## config.mk

```make
export PLATFORM = sky130hd
export DESIGN_NAME = io_uart_tx
export DESIGN_NICKNAME = d
export VERILOG_FILES = /design/src/rtl/io_uart_tx.sv
export SDC_FILE = /design/constraint.sdc
export NUM_CORES = 1
export LEC_CHECK = 0
export ABC_CLOCK_PERIOD_IN_PS = 3160
export BUFFER_PORTS_ARGS = -buffer_cell sky130_fd_sc_hd__buf_2
export CAP_MARGIN = 20
export CORE_MARGIN = 1.5
export CORE_UTILIZATION = 35
export CTS_BUF_LIST = sky130_fd_sc_hd__clkbuf_4 sky130_fd_sc_hd__clkbuf_8 sky130_fd_sc_hd__clkbuf_16
export CTS_CLUSTER_DIAMETER = 50
export CTS_CLUSTER_SIZE = 14
export DETAILED_ROUTE_END_ITERATION = 10
export HOLD_SLACK_MARGIN = 0.08
export PLACE_DENSITY = 0.58
export RECOVER_POWER = 25
export SLEW_MARGIN = 10
export SYNTH_ARGS = -nofsm -noshare
export SYNTH_HDL_FRONTEND = slang
export SYNTH_SLANG_ARGS = --single-unit
```

## constraint.sdc

```tcl
create_clock -name CLK -period 3.16 [get_ports CLK]
set_input_delay 0.158 -clock CLK [delete_from_list [all_inputs] [get_ports CLK]]
set_output_delay 0.158 -clock CLK [all_outputs]
set_load 0.03 [all_outputs]
```

## src/rtl/io_uart_tx.sv

```systemverilog
// io_uart_tx: memory-mapped 8N1 UART transmitter (LSB first) with a TX FIFO and programmable baud divider.
// Stores to TXDATA queue bytes, STATUS exposes flow control, BAUDDIV sets the bit period (BAUDDIV+1 clocks).
module io_uart_tx #(
  parameter int WIDTH       = 32,
  parameter int FIFO_DEPTH  = 8,
  parameter int DEFAULT_DIV = 433
) (
  input  logic             CLK,
  input  logic             RST,
  input  logic             CE,
  input  logic [3:0]       addr,
  input  logic [WIDTH-1:0] in,
  input  logic [2:0]       MemLen,
  input  logic             MemRead,
  input  logic             MemWrite,
  output logic [WIDTH-1:0] out,
  output logic             tx
);

  localparam int AW = (FIFO_DEPTH > 1) ? $clog2(FIFO_DEPTH) : 1;
  localparam int CW = AW + 1;
  localparam logic [CW-1:0] FULL_CNT = CW'(FIFO_DEPTH);
  localparam logic [15:0]   RST_DIV  = 16'(DEFAULT_DIV);

  typedef enum logic [1:0] {
    S_IDLE  = 2'd0,
    S_START = 2'd1,
    S_DATA  = 2'd2,
    S_STOP  = 2'd3
  } state_t;

  state_t        state_q, state_d;
  logic [7:0]    fifo_q [FIFO_DEPTH];
  logic [AW-1:0] wptr_q, wptr_d;
  logic [AW-1:0] rptr_q, rptr_d;
  logic [CW-1:0] cnt_q, cnt_d;
  logic          ovf_q, ovf_d;
  logic [15:0]   baud_q, baud_d;
  logic [15:0]   div_q, div_d;
  logic [15:0]   bcnt_q, bcnt_d;
  logic [2:0]    bit_q, bit_d;
  logic [7:0]    shift_q, shift_d;
  logic          tx_q, tx_d;

  logic          rd_s, wr_s, is_word_s;
  logic [1:0]    sel_s;
  logic          full_s, empty_s, busy_s;
  logic          push_s, drop_s, pop_s, baud_wr_s, stat_rd_s, bit_end_s;
  logic [3:0]    cnt_sat_s;
  logic [WIDTH-1:0] status_s;
  logic          unused_s;

  assign unused_s = ^{in[WIDTH-1:16], addr[1:0]};

  assign rd_s      = CE & MemRead;
  assign wr_s      = CE & MemWrite;
  assign sel_s     = addr[3:2];
  assign is_word_s = (MemLen != 3'b000) && (MemLen != 3'b001);

  assign full_s    = (cnt_q == FULL_CNT);
  assign empty_s   = (cnt_q == {CW{1'b0}});
  assign busy_s    = (state_q != S_IDLE);
  assign bit_end_s = (bcnt_q == div_q);

  // A push while full is dropped even if the FSM frees a slot on the same edge.
  assign push_s    = wr_s && (sel_s == 2'd0) && !full_s;
  assign drop_s    = wr_s && (sel_s == 2'd0) && full_s;
  assign baud_wr_s = wr_s && (sel_s == 2'd2) && is_word_s;
  assign stat_rd_s = rd_s && (sel_s == 2'd1);

  // STATUS word assembly with saturated occupancy count
  always_comb begin
    if (32'(cnt_q) > 32'd15) begin
      cnt_sat_s = 4'd15;
    end else begin
      cnt_sat_s = 4'(cnt_q);
    end
    status_s = WIDTH'({cnt_sat_s, ovf_q, busy_s, empty_s, full_s});
  end

  // Load data mux
  always_comb begin
    out = {WIDTH{1'b0}};
    if (rd_s) begin
      case (sel_s)
        2'd1:    out = status_s;
        2'd2:    out = WIDTH'(baud_q);
        default: out = {WIDTH{1'b0}};
      endcase
    end else begin
      out = {WIDTH{1'b0}};
    end
  end

  // Serialiser next state; the divider is latched at pop so BAUDDIV writes only affect later frames
  always_comb begin
    state_d = state_q;
    bcnt_d  = bcnt_q;
    bit_d   = bit_q;
    shift_d = shift_q;
    div_d   = div_q;
    pop_s   = 1'b0;
    case (state_q)
      S_IDLE: begin
        if (!empty_s) begin
          pop_s   = 1'b1;
          shift_d = fifo_q[rptr_q];
          div_d   = baud_q;
          bcnt_d  = 16'd0;
          state_d = S_START;
        end else begin
          state_d = S_IDLE;
        end
      end
      S_START: begin
        if (bit_end_s) begin
          bcnt_d  = 16'd0;
          bit_d   = 3'd0;
          state_d = S_DATA;
        end else begin
          bcnt_d  = bcnt_q + 16'd1;
        end
      end
      S_DATA: begin
        if (bit_end_s) begin
          bcnt_d  = 16'd0;
          shift_d = {1'b0, shift_q[7:1]};
          bit_d   = bit_q + 3'd1;
          if (bit_q == 3'd7) begin
            state_d = S_STOP;
          end else begin
            state_d = S_DATA;
          end
        end else begin
          bcnt_d  = bcnt_q + 16'd1;
        end
      end
      S_STOP: begin
        if (bit_end_s) begin
          bcnt_d  = 16'd0;
          state_d = S_IDLE;
        end else begin
          bcnt_d  = bcnt_q + 16'd1;
        end
      end
      default: begin
        state_d = S_IDLE;
      end
    endcase

    // Line level follows the state being entered so tx changes on the same edge as the FSM
    case (state_d)
      S_START: tx_d = 1'b0;
      S_DATA:  tx_d = shift_d[0];
      default: tx_d = 1'b1;
    endcase
  end

  // FIFO pointers, occupancy, overflow flag and divider register next state
  always_comb begin
    wptr_d = push_s ? (wptr_q + AW'(1)) : wptr_q;
    rptr_d = pop_s  ? (rptr_q + AW'(1)) : rptr_q;
    case ({push_s, pop_s})
      2'b10:   cnt_d = cnt_q + CW'(1);
      2'b01:   cnt_d = cnt_q - CW'(1);
      default: cnt_d = cnt_q;
    endcase
    if (drop_s) begin
      ovf_d = 1'b1;
    end else if (stat_rd_s) begin
      ovf_d = 1'b0;
    end else begin
      ovf_d = ovf_q;
    end
    baud_d = baud_wr_s ? in[15:0] : baud_q;
  end

  // State registers
  always_ff @(posedge CLK) begin
    if (RST) begin
      state_q <= S_IDLE;
      wptr_q  <= {AW{1'b0}};
      rptr_q  <= {AW{1'b0}};
      cnt_q   <= {CW{1'b0}};
      ovf_q   <= 1'b0;
      baud_q  <= RST_DIV;
      div_q   <= 16'd0;
      bcnt_q  <= 16'd0;
      bit_q   <= 3'd0;
      shift_q <= 8'h00;
      tx_q    <= 1'b1;
      for (int i = 0; i < FIFO_DEPTH; i++) begin
        fifo_q[i] <= 8'h00;
      end
    end else begin
      state_q <= state_d;
      wptr_q  <= wptr_d;
      rptr_q  <= rptr_d;
      cnt_q   <= cnt_d;
      ovf_q   <= ovf_d;
      baud_q  <= baud_d;
      div_q   <= div_d;
      bcnt_q  <= bcnt_d;
      bit_q   <= bit_d;
      shift_q <= shift_d;
      tx_q    <= tx_d;
      if (push_s) begin
        fifo_q[wptr_q] <= in[7:0];
      end
    end
  end

  assign tx = tx_q;

endmodule

```

==> run_summary.xml <==
<?xml version="1.0" encoding="UTF-8"?>
<metrics>
  <group name="sta">
    <metric name="timing_worst_slew_pin_value" unit="ns">1.001</metric>
    <metric name="finalMaxSlewViolations" unit="">0</metric>
    <metric name="timing.fmax" unit="MHz">363.0</metric>
    <metric name="shortest_period_the_worst_path_allows" unit="ns">2.755</metric>
    <metric name="accumulated_negative_setup_slack" unit="ns">0</metric>
    <metric name="finalHoldWorstSlack" unit="ns">0.09889</metric>
    <metric name="period_share" unit="">0.8718</metric>
    <metric name="timing.max_slew.rel_slack" unit="">0.3325</metric>
    <metric name="timing.final.hold_violations" unit="">0</metric>
    <metric name="finClkSkew" unit="ns">0.009198</metric>
    <metric name="timing.final.setup_violations" unit="">0</metric>
    <metric name="rsz0062_at_grt" unit="">no</metric>
  </group>
  <group name="cts">
    <metric name="postCtsResizedCells" unit="">0</metric>
    <metric name="clk_transition_reported_paths" unit="ns">0.06</metric>
    <metric name="cts_root_buf" unit="">sky130_fd_sc_hd__clkbuf_16</metric>
    <metric name="cts.sinks" unit="">140</metric>
    <metric name="tritoncts.num_buffers" unit="">17</metric>
    <metric name="cts.path.max_buffers" unit="">2</metric>
    <metric name="cts_tree" unit="">done</metric>
    <metric name="clkLatencyLatePin" unit="ns">0.42</metric>
    <metric name="clock_tree.htree_level_count" unit="">4</metric>
  </group>
  <group name="synthesis">
    <metric name="synthAdderAreaFrac" unit="">0.02370</metric>
    <metric name="syn-instance-count" unit="">636</metric>
    <metric name="netlist.area_leader.share" unit="">0.2889</metric>
    <metric name="synth-async-reset-ratio" unit="">0</metric>
    <metric name="synth_xor_xnor_area_share" unit="">0.03160</metric>
    <metric name="synth-simple-area-share" unit="">0.2148</metric>
    <metric name="synthMuxAreaShare" unit="">0.06921</metric>
    <metric name="synth-compound-area-share" unit="">0.09629</metric>
    <metric name="biggest_area_contributors_in_the_synthesized_netlist" unit="">sky130_fd_sc_hd__edfxtp_1 (29%), sky130_fd_sc_hd__dfxtp_1 (23%), sky130_fd_sc_hd__and2_1 (7.1%)</metric>
    <metric name="post_synth_num_cell_types" unit="">50</metric>
    <metric name="synthesis.yosys.warnings" unit="">0</metric>
    <metric name="synth_top_family_by_area" unit="">simple AND/OR/NAND/NOR gates</metric>
    <metric name="synth_edf_count" unit="">64</metric>
    <metric name="syn_avg_cell_area" unit="sq um">10.46</metric>
    <metric name="synth-seq-area-share" unit="">0.5176</metric>
    <metric name="postSynthRegisterBits" unit="">140</metric>
    <metric name="synthesis.area" unit="sq mm">0.006653</metric>
    <metric name="netlist.top_cell.by_area" unit="">sky130_fd_sc_hd__edfxtp_1</metric>
    <metric name="synth_ff_type" unit="">sky130_fd_sc_hd__dfxtp_1</metric>
  </group>
  <group name="finish">
    <metric name="fillers" unit="">1780</metric>
    <metric name="layout-drive-gt1-share" unit="">0.1501</metric>
    <metric name="non_filler_instance_count_after_layout" unit="">940</metric>
    <metric name="final_net_count" unit="">750</metric>
    <metric name="synthToLayoutAreaGrowth" unit="%">17.17</metric>
    <metric name="most_common_cell_after_layout_fill_and_taps_aside" unit="">sky130_fd_sc_hd__nand2_1</metric>
    <metric name="mostFrequentLayoutCells" unit="">sky130_fd_sc_hd__nand2_1 (90), sky130_fd_sc_hd__and2_1 (76), sky130_fd_sc_hd__dfxtp_1 (76), sky130_fd_sc_hd__edfxtp_1 (64)</metric>
    <metric name="antenna-diode-count" unit="">0</metric>
  </group>
  <group name="power_and_ir_drop">
    <metric name="leakage" unit="nW">2.801</metric>
    <metric name="vdd_drop_max" unit="mV">0.4167</metric>
    <metric name="power_density" unit="mW/mm^2">770.0</metric>
    <metric name="totalPowerFinal" unit="mW">6.002</metric>
  </group>
  <group name="worst_setup_path">
    <metric name="rr_startpoint" unit="">bcnt_q[8]</metric>
    <metric name="worst_r2r_endpoint" unit="">tx</metric>
    <metric name="timing.critical_path.fanout_max" unit="">18</metric>
    <metric name="worstSetupStartpointType" unit="">register</metric>
    <metric name="rrSetupSlack" unit="ns">0.40</metric>
    <metric name="cpMaxStageDelayCell" unit="">sky130_fd_sc_hd__clkbuf_1</metric>
    <metric name="worstRegToRegCells" unit="">7</metric>
    <metric name="cpPeakStageDelay" unit="ns">0.63</metric>
    <metric name="worst_path_required_time" unit="ns">3.48</metric>
    <metric name="crit_path_end_kind" unit="">register</metric>
    <metric name="timing_worst_setup_path_type" unit="">register to register</metric>
    <metric name="crit_arrival" unit="ns">3.07</metric>
    <metric name="cp_cell_sequence" unit="">xnor2_1, nand4_1, nor4_4, clkbuf_1, and2_0, a221oi_2, a32oi_1</metric>
  </group>
  <group name="drt">
    <metric name="drt_first_pass_iters" unit="">5</metric>
    <metric name="avgRoutedWirePerCell" unit="microns">16.37</metric>
    <metric name="routed_wl" unit="mm">15.39</metric>
    <metric name="drt-vias-per-instance" unit="">5.117</metric>
    <metric name="detail-route-antenna-nets" unit="">0</metric>
    <metric name="drt_initial_violations" unit="">386</metric>
    <metric name="drc" unit="">0</metric>
    <metric name="detailroute.via_count" unit="">4810</metric>
  </group>
  <group name="grt">
    <metric name="grt_pass1_wl" unit="mm">24.61</metric>
    <metric name="grt_overflow_total" unit="">0</metric>
    <metric name="grt_start_max_net_pins" unit="">58</metric>
    <metric name="global_route.usage.total" unit="">0.1596</metric>
    <metric name="antenna_found_initial" unit="">0</metric>
    <metric name="first_global_vias" unit="">4757</metric>
  </group>
  <group name="die">
    <metric name="fp-row-count" unit="">50</metric>
    <metric name="floorplan.io_pins" unit="">77</metric>
    <metric name="die-height" unit="microns">140.9</metric>
    <metric name="fp.dieArea" unit="sq mm">0.01984</metric>
    <metric name="starting_density_of_the_core" unit="">0.3568</metric>
    <metric name="area_of_the_placeable_core" unit="sq mm">0.01864</metric>
    <metric name="die_width" unit="microns">140.9</metric>
  </group>
  <group name="place">
    <metric name="gp_routability_congestion" unit="">0.8244</metric>
    <metric name="port_buffers" unit="">41</metric>
    <metric name="dpl.cell_count" unit="">895</metric>
    <metric name="dp_hpwl" unit="mm">10.62</metric>
  </group>
  <group name="worst_hold_path">
    <metric name="hp-class" unit="">input port to register</metric>
    <metric name="worst_hold_startpoint" unit="">in[2]</metric>
    <metric name="holdPathEnd" unit="">baud_q[2]</metric>
    <metric name="number_of_cells_traversed_by_the_worst_hold_path" unit="">3</metric>
  </group>
  <group name="run">
    <metric name="max-cap-violations" unit="">0</metric>
  </group>
  <group name="status">
    <metric name="status" unit="">completed</metric>
  </group>
</metrics>
## routing by layer
layer | track usage | vias up | wire length, microns
met4 | 0.05044 | 0 | 223
met5 | 0 | - | 0
met2 | 0.2800 | 87 | 7928
li1 | - | 2333 | -
met3 | 0.03431 | 18 | 381
met1 | 0.1959 | 2372 | 6852
## synth_stat cells, types with 3 or more instances
cell type	n
sky130_fd_sc_hd__mux2i_1	10
sky130_fd_sc_hd__dfxtp_1	76
sky130_fd_sc_hd__and3_1	3
sky130_fd_sc_hd__buf_2	9
sky130_fd_sc_hd__edfxtp_1	64
sky130_fd_sc_hd__nand4_1	6
sky130_fd_sc_hd__xnor2_1	19
sky130_fd_sc_hd__nor3_1	8
sky130_fd_sc_hd__a221oi_1	6
sky130_fd_sc_hd__nor2_1	47
sky130_fd_sc_hd__inv_1	8
sky130_fd_sc_hd__or3_1	6
sky130_fd_sc_hd__xor2_1	5
sky130_fd_sc_hd__nor4_2	3
sky130_fd_sc_hd__buf_1	7
sky130_fd_sc_hd__nand3_1	15
sky130_fd_sc_hd__buf_4	17
sky130_fd_sc_hd__a22oi_1	8
sky130_fd_sc_hd__o21ai_0	10
sky130_fd_sc_hd__a21oi_1	47
sky130_fd_sc_hd__ha_1	11
sky130_fd_sc_hd__nor4b_2	5
sky130_fd_sc_hd__nand2_1	90
sky130_fd_sc_hd__clkbuf_1	17
sky130_fd_sc_hd__a311oi_1	14
sky130_fd_sc_hd__mux4_2	16
sky130_fd_sc_hd__or2_2	6
sky130_fd_sc_hd__and2_1	76
## state kept, by name, indices dropped and copies added (netlist names), named ones only
signal	cells
fifo_q	64
baud_q	16
bcnt_q	16
div_q	16
shift_q	8
cnt_q	4
bit_q	3
rptr_q	3
wptr_q	3
state_q	2
ovf_q	1
tx	1
## kinds of logic (layout without fill, tap and decap cells)
group / Yosys count / after routing
buf+inv: 60 / 115
xor+xnor: 24 / 24
compound gates: 99 / 99
flops: 140 / 140
simple gates: 274 / 274
mux: 26 / 26
other cells: 1 / 16
fa+ha+maj: 12 / 12
## report_power, final
| group | switching [mW] | internal (mW) |
|---|---|---|
| sequential | 0.127 | 2.06 |
| combinational | 1.13 | 0.628 |
| clock | 0.741 | 1.32 |
## per-stage QoR
stage	cell area [sq um]	setup WS [ns]	util
detailed placement	7083	0.6321	0.3799
floorplan	6709	0.5160	-
CTS	7835	0.6169	0.4203
finish	7795	0.4050	0.4181
global route	7795	0.2428	0.4181
global placement	7076	0.7048	0.3795
## critical path, delay by kind of cell, from the launching register on
kind / cells / cell delay (ns)
and+or+nand+nor: 3 / 0.92
buffers and inverters: 1 / 0.63
DFF: 1 / 0.50
AOI/OAI and AO/OA: 2 / 0.44
xor gates and xnor gates: 1 / 0.16
## worst max-delay path by stage
stage               startpoint          to  depth (start not counted)
floorplan             cnt_q[0]    cnt_q[3]                         12
global placement       addr[2]    cnt_q[3]                         13
detailed placement    cnt_q[0]    cnt_q[3]                         10
CTS                   cnt_q[0]    cnt_q[3]                         10
global route         bcnt_q[8]  bcnt_q[10]                          8
finish               bcnt_q[8]          tx                          7
## what timing repair did
item / CTS / global route
setup buffers: 0 / 0
endpoints found under the hold margin: 12 / 0
hold buffers: 14 / 0
## layout make-up
cell class / instances / area (sq um) / share of cell area
Timing Repair Buffer: 75 / 461.7 / 0.05923
Multi-Input combinational cell: 451 / 2952 / 0.3787
Clock buffer: 25 / 526.8 / 0.06758
Clock inverter: 6 / 85.08 / 0.01091
Sequential cell: 140 / 3443 / 0.4417
Inverter: 9 / 33.78 / 0.004334
Tap cell: 234 / 292.8 / 0.03756
No activity file was read; power rests on OpenSTA's default activity.
